===== config.mk =====
export PLATFORM = sky130hd
export DESIGN_NAME = bcd_scan_counter
export DESIGN_NICKNAME = d
export VERILOG_FILES = /design/src/rtl/bcd_scan_counter_pkg.sv /design/src/rtl/bcd_digit.sv /design/src/rtl/bcd_scan_counter.sv
export SDC_FILE = /design/constraint.sdc
export NUM_CORES = 1
export LEC_CHECK = 0
export CAP_MARGIN = 10
export CORE_MARGIN = 3
export CORE_UTILIZATION = 30
export DETAILED_ROUTE_END_ITERATION = 8
export GPL_ROUTABILITY_DRIVEN = 0
export PLACE_DENSITY = 0.59
export SETUP_SLACK_MARGIN = 0.3
export SYNTH_ARGS = -nofsm -noshare
export SYNTH_HDL_FRONTEND = slang
export SYNTH_SLANG_ARGS = --single-unit

===== constraint.sdc =====
create_clock -name clk -period 5.8 [get_ports clk]
set_clock_uncertainty 0.1 [all_clocks]
set_input_delay 1.45 -clock clk [delete_from_list [all_inputs] [get_ports clk]]
set_output_delay 1.45 -clock clk [all_outputs]
set_load 0.05 [all_outputs]

===== src/rtl/bcd_scan_counter_pkg.sv =====
// rtl/bcd_scan_counter_pkg.sv - shared BCD constants and digit helpers
package bcd_scan_counter_pkg;

    localparam int         NDIG_DEF = 4;
    localparam logic [3:0] BCD_MAX  = 4'd9;
    localparam logic [3:0] BCD_ZERO = 4'd0;

    // Loaded nibbles above 9 are not valid BCD and collapse to zero.
    function automatic logic [3:0] bcd_sanitize(input logic [3:0] d);
        return (d > BCD_MAX) ? BCD_ZERO : d;
    endfunction

endpackage


===== src/rtl/bcd_digit.sv =====
// rtl/bcd_digit.sv - one BCD digit register with carry/borrow out for chaining
module bcd_digit
    import bcd_scan_counter_pkg::*;
(
    input  logic       clk,
    input  logic       rst,
    input  logic       inc,
    input  logic       dec,
    input  logic       ld,
    input  logic [3:0] ld_val,
    output logic [3:0] q,
    output logic       co,
    output logic       bo
);

    always_ff @(posedge clk) begin
        if (rst) begin
            q <= BCD_ZERO;
        end else if (ld) begin
            q <= bcd_sanitize(ld_val);
        end else if (inc) begin
            q <= (q == BCD_MAX) ? BCD_ZERO : q + 4'd1;
        end else if (dec) begin
            q <= (q == BCD_ZERO) ? BCD_MAX : q - 4'd1;
        end
    end

    assign co = inc & (q == BCD_MAX);
    assign bo = dec & (q == BCD_ZERO);

endmodule


===== src/rtl/bcd_scan_counter.sv =====
// rtl/bcd_scan_counter.sv - chained BCD up/down counter with multiplexed display scan
module bcd_scan_counter
    import bcd_scan_counter_pkg::*;
#(
    parameter int NDIG     = NDIG_DEF,
    parameter int SCAN_DIV = 50000,
    parameter int SEL_LOW  = 0,
    parameter int LZB      = 1
) (
    input  logic              clk,
    input  logic              rst,
    input  logic              cnt_en,
    input  logic              up_dn,
    input  logic              load,
    input  logic [4*NDIG-1:0] load_val,
    output logic [4*NDIG-1:0] count,
    output logic              carry,
    output logic [3:0]        indec,
    output logic [NDIG-1:0]   dig_sel,
    output logic              blank
);

    localparam int PW = $clog2(SCAN_DIV);
    localparam int IW = $clog2(NDIG);
    localparam logic [NDIG-1:0] SEL_ONE = NDIG'(1);
    localparam logic [NDIG-1:0] SEL_RST = (SEL_LOW != 0) ? ~SEL_ONE : SEL_ONE;

    logic [3:0]      q [NDIG];
    logic [NDIG:0]   inc_c;
    logic [NDIG:0]   dec_c;
    logic [PW-1:0]   presc;
    logic [IW-1:0]   idx;
    logic            upd;
    logic [3:0]      cur_digit;
    logic [NDIG-1:0] sel_hot;
    logic            blank_nxt;
    logic            zacc;

    assign inc_c[0] = cnt_en & up_dn & ~load;
    assign dec_c[0] = cnt_en & ~up_dn & ~load;

    for (genvar g = 0; g < NDIG; g++) begin : g_digit
        bcd_digit u_digit (
            .clk    (clk),
            .rst    (rst),
            .inc    (inc_c[g]),
            .dec    (dec_c[g]),
            .ld     (load),
            .ld_val (load_val[4*g +: 4]),
            .q      (q[g]),
            .co     (inc_c[g+1]),
            .bo     (dec_c[g+1])
        );
        assign count[4*g +: 4] = q[g];
    end

    // A ripple out of the top digit is exactly an all-digit wrap.
    always_ff @(posedge clk) begin
        if (rst) carry <= 1'b0;
        else     carry <= inc_c[NDIG] | dec_c[NDIG];
    end

    always_ff @(posedge clk) begin
        if (rst) begin
            presc <= '0;
            idx   <= '0;
            upd   <= 1'b0;
        end else begin
            upd <= (presc == PW'(SCAN_DIV - 1));
            if (presc == PW'(SCAN_DIV - 1)) begin
                presc <= '0;
                idx   <= (idx == IW'(NDIG - 1)) ? '0 : idx + IW'(1);
            end else begin
                presc <= presc + PW'(1);
            end
        end
    end

    // Walk from the top digit down so zacc means "this digit and all above are zero".
    always_comb begin
        cur_digit = BCD_ZERO;
        sel_hot   = '0;
        blank_nxt = 1'b0;
        zacc      = 1'b1;
        for (int i = NDIG - 1; i >= 0; i--) begin
            zacc = zacc & (q[i] == BCD_ZERO);
            if (idx == IW'(i)) begin
                cur_digit  = q[i];
                sel_hot[i] = 1'b1;
                blank_nxt  = zacc && (i != 0) && (LZB != 0);
            end
        end
    end

    always_ff @(posedge clk) begin
        if (rst) begin
            indec   <= BCD_ZERO;
            dig_sel <= SEL_RST;
            blank   <= 1'b0;
        end else if (upd) begin
            indec   <= cur_digit;
            dig_sel <= (SEL_LOW != 0) ? ~sel_hot : sel_hot;
            blank   <= blank_nxt;
        end
    end

endmodule


==> metrics.cfg, run 1 <==
[synth]
synth-seq-cells = 45
synthFlopType = dfxtp_1
yosys.area.top_type = dfxtp_1
synthesis.nets = 397
async_flop_share = 0
ys_warn_count = 0
ys_seq_area_frac = 0.309
avgSynthCellArea_sq_um = 7.86
synth_mux_area_frac = 0.0347
synth-edff-count = 0
yosys.area_share.simple = 0.295
yosys.cell_types.count = 60
syn_inst = 371
synth_top_area_frac = 0.309
synthAdderAreaFrac = 0.0214
synth_area_leaders = dfxtp_1, nor2_1, xnor2_1
synth_area_sq_um = 2920
synth_xor_area_frac = 0.0660
synth_top_family_by_area = simple AND/OR/NAND/NOR gates
synth_compound_area_frac = 0.205

[sta]
rsz0062_at_grt = false
finalCritPeriodShare = 0.644
maxSlewViolCount = 0
finalCriticalPeriod_ps = 3730
tns_ps = 0
setup_slack_ps = 2070
worst-slew-pin-transition_ps = 866
finalSetupViolations = 0
max_slew_margin = 0.421
max_freq_mhz = 268
hold_violations = 0

[placement]
pre_cts_ws_ps = 1740
io_buffer_count = 46
dpl_cell_area_sq_um = 3400
post-dp-hpwl_um = 5240

[min_path]
min_path_type = flop to flop

[critical_path]
worst_ep_arrival_time_ps = 3840
r2r_cells = 5
r2r_start = g_digit[0].u_digit.q[0]
critical_path_class = primary input to flop
cp_max_fo = 21
crit_start = load
cp-end-kind = flop
reg2reg_slack_ps = 3540
r2r-end = g_digit[3].u_digit.q[3]
endpoint = g_digit[3].u_digit.q[3]
startpoint_type = primary input
cp.required_ps = 5900

[clock_network]
clk_pin_slew_ps = 90
cts.sinks = 45
cts_tree = yes
numCtsBuffers = 5
cts_buffer_depth = 2
cts_hold_buf = 0
clk_latency_ps = 310
htreeDepth = 2
cts_resized = 0
root_buffer = clkbuf_8
post_cts_buffers = 0

[final_layout]
fillCellCount = 978
utilization = 0.377
fin_nets = 420
layout_common_cells = nor2_1, clkdlybuf4s50_1, dfxtp_1, nand2_1, o21ai_0
antennaDiodeCount = 0
final_area_sq_um = 3520
areaGrowthSynthToFinish_pct = 20.6
drive_above_1_share = 0.0582

[grt]
grt_max_degree = 25
antenna_found_initial = 0
gr-usage-all-layers = 0.135
grt_pass1_wl_um = 12400
grt_overflow = 0
grt_pass1_vias = 2526

[detailed_routing]
antenna_left = 0
routed_wl_um = 7470
drtIter0Drc = 119
drtPass1Iterations = 4
vias = 2807
vias_per_cell = 5.36
wl_per_cell_um = 14.3
drc = 0

[floorplan]
die_w_um = 105
core_area_sq_um = 9330
die-area_sq_um = 10900
floorplan.rows = 35
ios = 47
die_h_um = 105
start_util = 0.313

[power_and_ir_drop]
power.leakage_nw = 1.15
powerDensity_nw_per_um2 = 212
peakVddDrop_uv = 118
p_total_w = 0.000744

[flow_run]
maxCapViolCount = 0

[run_status]
status = completed

[kinds of logic (layout without fill, tap and decap cells)]
family | count (synthesis) | in the layout
compound gates | 88 | 88
xor+xnor | 22 | 22
fa+ha+maj | 5 | 5
buf+inv | 45 | 69
flops | 45 | 45
mux | 10 | 10
simple gates | 156 | 156
[report_power, final]
group          internal (W)  leakage, nW  switching [W]  total [W]
Combinational     0.0000607        0.728      0.0000831   0.000144
Clock              0.000132       0.0591       0.000120   0.000252
Sequential         0.000319        0.366      0.0000302   0.000349
Total              0.000511         1.15       0.000233   0.000744
[metrics by stage]
step / std cells / hold WS [ps]
6_report: 524 / 371
5_1_grt: 524 / 398
4_1_cts: 524 / 380
3_5_place_dp: 516 / 360
3_3_place_gp: 516 / 343
2_1_floorplan: 371 / 326
[critical path, stage by stage]
cell	delay, ps
clkdlybuf4s50_1	810
nor4b_2	470
and4_1	420
nand4_2	140
a211o_1	290
a311oi_1	250
[cell usage after synthesis (5+ instances only)]
cell       n
a311oi_1   7
dfxtp_1   45
nor3_1     9
buf_2      8
o21ai_0   18
nor2_1    46
a221oi_1   6
a211o_1    5
xor2_1    10
ha_1       5
nand2_1   27
nor2b_1    6
nor4_1     7
nand3_1   15
mux2i_1    9
nand2b_1   6
clkbuf_1  15
inv_1     13
a31oi_1    8
nand4_1    8
xnor2_1   12
a21oi_1   17
[state kept, by name, indices dropped and copies added (netlist names)]
signal and cells:
idx 2, g_digit.u_digit.q 16, indec 4, presc 16, carry 1, blank 1
upd 1, dig_sel 4
[area by class of cell]
class	instances	area, sq um	share of cell area
Clock buffer	5	68.8	0.0196
Tap cell	129	161	0.0459
Multi-Input combinational cell	281	1820	0.516
Sequential cell	45	901	0.256
Inverter	13	48.8	0.0139
Clock inverter	3	47.5	0.0135
Timing Repair Buffer	48	475	0.135
[layer usage]
layer  global-route usage  routed length [um]  vias to the layer above
met3               0.0358                 495                        7
met1                0.175                3370                     1324
met4               0.0356                  55                        0
li1                     -                   -                     1402
met2                0.223                3550                       74
met5                    0                   0                        -
[worst min-delay path by stage]
stage	from	slack (ps)	end	cells after the start
2_1_floorplan	presc[0]	330	presc[0]	1
3_3_place_gp	presc[0]	340	presc[0]	1
3_5_place_dp	presc[0]	360	presc[0]	1
4_1_cts	presc[0]	380	presc[0]	1
5_1_grt	presc[0]	400	presc[0]	1
6_report	presc[0]	370	presc[0]	1
No activity file was read; power rests on OpenSTA's default activity.
==> run 2: changes to the inputs <==
clock period = 3.8 ns   (was 5.8 ns; I/O delays follow)
==> metrics.cfg, run 2 (synthesis gave the netlist of run 1 again) <==
[run_status]
status = completed

[clock_network]
post_cts_buffers = 0  ; unchanged
root_buffer = clkbuf_8
cts_hold_buf = 0  ; unchanged
numCtsBuffers = 5  ; unchanged
cts_tree = yes
cts_buffer_depth = 2  ; unchanged
htreeDepth = 2  ; unchanged
clk_latency_ps = 300  ; about the same
cts_resized = 0  ; unchanged
clk_pin_slew_ps = 100  ; about the same
cts.sinks = 45  ; unchanged

[detailed_routing]
wl_per_cell_um = 14.2  ; -0.39%
vias = 2792  ; -0.53%
drtIter0Drc = 92  ; -23%
vias_per_cell = 5.28  ; -1.5%
antenna_left = 0  ; unchanged
drtPass1Iterations = 5  ; +1
routed_wl_um = 7510  ; +0.56%
drc = 0  ; unchanged

[final_layout]
fin_nets = 425  ; +1.2%
drive_above_1_share = 0.0700  ; +0.0118
largestRegisters = g_digit.u_digit.q (16), presc (16)
antennaDiodeCount = 0  ; unchanged
layout_common_cells = nor2_1, clkdlybuf4s50_1, dfxtp_1, nand2_1, o21ai_0
final_area_sq_um = 3560  ; +1.1%
areaGrowthSynthToFinish_pct = 21.9

[sta]
worst-slew-pin-transition_ps = 622  ; -244 ps
finalCritPeriodShare = 0.782
finalCriticalPeriod_ps = 2970
setup_slack_ps = 829  ; -1240 ps
max_freq_mhz = 337
finalSetupViolations = 0  ; unchanged
hold_violations = 0  ; unchanged
rsz0062_at_grt = false
max_slew_margin = 0.584  ; +0.163
tns_ps = 0  ; unchanged
maxSlewViolCount = 0  ; unchanged

[critical_path]
path_cells = clkdlybuf4s50_1
startpoint_type = flop
cp-end-kind = output port
cp.required_ps = 2750  ; -3150 ps
critical_path.top_delay_family = buffers and inverters
cp_max_fo = 14  ; -33%
cp_num_buf_inv = 1  ; unchanged
crit_slowest_cell = clkdlybuf4s50_1
critical_path_class = flop to output port
worst_ep_arrival_time_ps = 1920  ; -1920 ps
max_stage_delay_ps = 910  ; +100 ps

[grt]
antenna_found_initial = 0  ; unchanged
grt_overflow = 0  ; unchanged
gr-usage-all-layers = 0.136  ; +0.000709
grt_pass1_vias = 2580  ; +2.1%
grt_pass1_wl_um = 12600  ; +1.3%
grt_max_degree = 17  ; -32%

[power_and_ir_drop]
seqPwrFrac = 0.467  ; -0.002
powerDensity_nw_per_um2 = 320  ; +51%
internal_power_w = 0.000783  ; +53%
sw_frac_of_total = 0.313  ; -0.000674
peakVddDrop_uv = 220  ; +86%
combPwrFrac = 0.195  ; +0.002
power_switching_w = 0.000356  ; +53%
power.leakage_nw = 1.18  ; +2.1%
clockPowerShare = 0.338  ; about the same

[floorplan]
die-area_sq_um = 10900  ; unchanged
start_util = 0.313  ; unchanged
floorplan.rows = 35  ; unchanged
die_h_um = 105  ; unchanged
core_area_sq_um = 9330  ; unchanged
die_w_um = 105  ; unchanged
ios = 47  ; unchanged

[flow_run]
maxCapViolCount = 0  ; unchanged

[min_path]
min_path_type = flop to flop

[placement]
post-dp-hpwl_um = 5310  ; +1.4%
dpl_cell_area_sq_um = 3440  ; +1.1%
pre_cts_ws_ps = 603  ; -1130 ps
io_buffer_count = 46  ; unchanged

-- run 2: cell count changes in the layout (fill, tap and decap cells not counted) --
cell / before / now
buf_4: 2 / 7
-- run 2: path summary, 6_finish.rpt --
| path | end | slack, ps | cells after the start | start |
|---|---|---|---|---|
| setup / recovery | count[5] | 830 | 1 | g_digit[1].u_digit.q[1] |
| hold / removal | blank | 380 | 2 | blank |
| setup reg to reg | g_digit[1].u_digit.q[1] | 1550 | 5 | g_digit[0].u_digit.q[0] |
| hold reg to reg | blank | 380 | 2 | blank |
-- run 2: routing by layer --
layer | global-route usage | vias up | share of wire
li1 | - | 1415 | -
met1 | 0.180 | 1301 | 0.46
met2 | 0.220 | 69 | 0.46
met3 | 0.0383 | 7 | 0.069
met4 | 0.0319 | 0 | 0.0085
met5 | 0 | - | 0
-- run 2: area by class of cell --
type | count | area, sq um
clock buffer | 5 | 68.8
clock inverter | 3 | 47.5
fill | 983 | 5770
inverter | 13 | 48.8
multi-input combinational | 281 | 1820
sequential | 45 | 901
tap | 129 | 161
timing repair buffer | 53 | 513
-- run 2: per-stage QoR --
step	hold slack, ps	cells	util	total power (W)
6_report	376	529	0.381	0.00114
3_3_place_gp	346	521	0.369	0.000763
5_1_grt	405	529	0.381	0.00119
3_5_place_dp	361	521	0.369	0.000765
2_1_floorplan	326	371	-	0.000688
4_1_cts	377	529	0.381	0.00115
-- run 2: power by group through the flow --
stage | clock, W | combinational (W) | sequential, W
after floorplan | 0 | 0.000136 | 0.000552
after global placement | 0 | 0.000221 | 0.000543
after detailed placement | 0 | 0.000222 | 0.000543
after CTS | 0.000398 | 0.000223 | 0.000532
after global routing | 0.000414 | 0.000243 | 0.000537
final | 0.000385 | 0.000222 | 0.000533
==> run 3: changes to the inputs <==
PLACE_DENSITY = 0.61   (was 0.59)
clock period = 2.5 ns   (was 3.8 ns; I/O delays follow)
==> metrics.cfg, run 3 (synthesis gave the netlist of run 1 again) <==
[clock_network]
root_buffer = clkbuf_8
htreeDepth = 2  ; unchanged
cts_tree = yes
numCtsBuffers = 5  ; unchanged
cts.sinks = 45  ; unchanged
clk_latency_ps = 310  ; about the same
cts_buffer_depth = 2  ; unchanged
clk_pin_slew_ps = 90  ; about the same

[critical_path]
cp.required_ps = 1770  ; -980 ps
max_stage_delay_ps = 800  ; -110 ps
critical_path_class = flop to output port
critical_path.top_delay_family = buffers and inverters
cp-end-kind = output port
path_cells = clkdlybuf4s50_1
startpoint_type = flop
worst_ep_arrival_time_ps = 1440  ; -480 ps
crit_slowest_cell = clkdlybuf4s50_1
cp_num_buf_inv = 1  ; unchanged
cp_max_fo = 2  ; -12

[sta]
finalCritPeriodShare = 0.864
max_freq_mhz = 463
hold_violations = 0  ; unchanged
fin_hold_ws_ps = 366  ; -10.4 ps
maxSlewViolCount = 0  ; unchanged
finalCriticalPeriod_ps = 2160
rsz0062_at_grt = false
max_slew_margin = 0.647  ; +0.0630
worst-slew-pin-transition_ps = 525  ; -96.9 ps
finalSetupViolations = 0  ; unchanged

[final_layout]
final_cells = 556  ; +5.1%
areaGrowthSynthToFinish_pct = 29.1
fin_nets = 453  ; +6.6%
final_area_sq_um = 3770  ; +5.9%
layout_common_cells = nor2_1, dfxtp_1, buf_4, nand2_1, clkdlybuf4s50_1
fillCellCount = 965  ; -1.8%
final_common_cell = nor2_1
utilization = 0.404  ; +0.0227
drive_above_1_share = 0.169  ; +0.0986
largestRegisters = g_digit.u_digit.q (16), presc (16)
antennaDiodeCount = 0  ; unchanged

[power_and_ir_drop]
seqPwrFrac = 0.476  ; +0.009
power_switching_w = 0.000537  ; +51%
internal_power_w = 0.00110  ; +41%
p_total_w = 0.00164  ; +44%
powerDensity_nw_per_um2 = 436  ; +36%
peakVddDrop_uv = 209  ; -4.9%
clockPowerShare = 0.276  ; -0.062
combPwrFrac = 0.248  ; +0.053
power.leakage_nw = 1.44  ; +22%
sw_frac_of_total = 0.327  ; +0.0144

[floorplan]
die_h_um = 105  ; unchanged
die-area_sq_um = 10900  ; unchanged
ios = 47  ; unchanged
core_area_sq_um = 9330  ; unchanged
start_util = 0.313  ; unchanged
floorplan.rows = 35  ; unchanged
die_w_um = 105  ; unchanged

[detailed_routing]
wl_per_cell_um = 13.9  ; -2.4%
routed_wl_um = 7710  ; +2.6%
drc = 0  ; unchanged
antenna_left = 0  ; unchanged
vias = 2878  ; +3.1%
drtPass1Iterations = 4  ; -1
vias_per_cell = 5.18  ; -1.9%
drtIter0Drc = 92  ; unchanged

[min_path]
min_path_type = flop to flop

[grt]
antenna_found_initial = 0  ; unchanged
grt_pass1_wl_um = 13200  ; +5.0%
grt_pass1_vias = 2755  ; +6.8%
grt_max_degree = 19  ; +2
gr-usage-all-layers = 0.143  ; +0.00692
grt_overflow = 0  ; unchanged

[run_status]
status = completed

[placement]
dpl_cell_area_sq_um = 3620  ; +5.1%
io_buffer_count = 46  ; unchanged
dp_cells = 548  ; +5.2%
post-dp-hpwl_um = 5710  ; +7.6%

[flow_run]
maxCapViolCount = 0  ; unchanged

==> run 3: cell types whose count changed in the layout (fill, tap and decap cells not counted), sizes merged, moves of 2 or more <==
cell	change
buf	+39
clkdlybuf4s50	-27
dlygate4sd2	+11
dlymetal6s2s	+5
inv	-2
==> run 3: power groups by stage <==
stage | sequential [W] | clock, W | combinational, W
2_1_floorplan | 0.000840 | 0 | 0.000206
3_5_place_dp | 0.000795 | 0 | 0.000400
4_1_cts | 0.000780 | 0.000470 | 0.000402
3_3_place_gp | 0.000794 | 0 | 0.000397
5_1_grt | 0.000786 | 0.000497 | 0.000442
6_report | 0.000782 | 0.000453 | 0.000407
==> run 3: metrics by stage <==
stage | TNS, ps | worst slack [ps]
after floorplan | 0 | 333
after global placement | -214 | -43.6
after detailed placement | -507 | -125
after CTS | 0 | 262
after global routing | 0 | 302
final | 0 | 340
==> run 3: timing repair <==
action                     in CTS  in global routing
pin swaps                       0                  5
hold buffers                    0                  0
setup endpoints to repair      18                 14
resized for setup              15                 11
setup buffers                   1                  0
==> run 3: path summary, 6_finish.rpt <==
kind / startpoint / to / slack, ps / cells past startpoint
hold / removal: presc[0] / presc[0] / 370 / 1
setup / recovery: g_digit[3].u_digit.q[0] / count[12] / 340 / 1
setup reg to reg: g_digit[2].u_digit.q[1] / g_digit[3].u_digit.q[3] / 450 / 5
hold reg to reg: presc[0] / presc[0] / 370 / 1
==> run 3: area by class of cell <==
type | instances | area (sq um) | area share
timing repair buffer | 81 | 702 | 0.186
tap | 129 | 161 | 0.0428
inverter | 13 | 48.8 | 0.0130
clock buffer | 5 | 68.8 | 0.0183
sequential | 45 | 902 | 0.239
clock inverter | 2 | 16.3 | 0.00432
multi-input combinational | 281 | 1870 | 0.496
==> run 3: layer usage <==
layer,part of all wire,track usage
met1,0.47,0.189
met3,0.058,0.0377
met2,0.46,0.225
met5,0,0
met4,0.018,0.0515
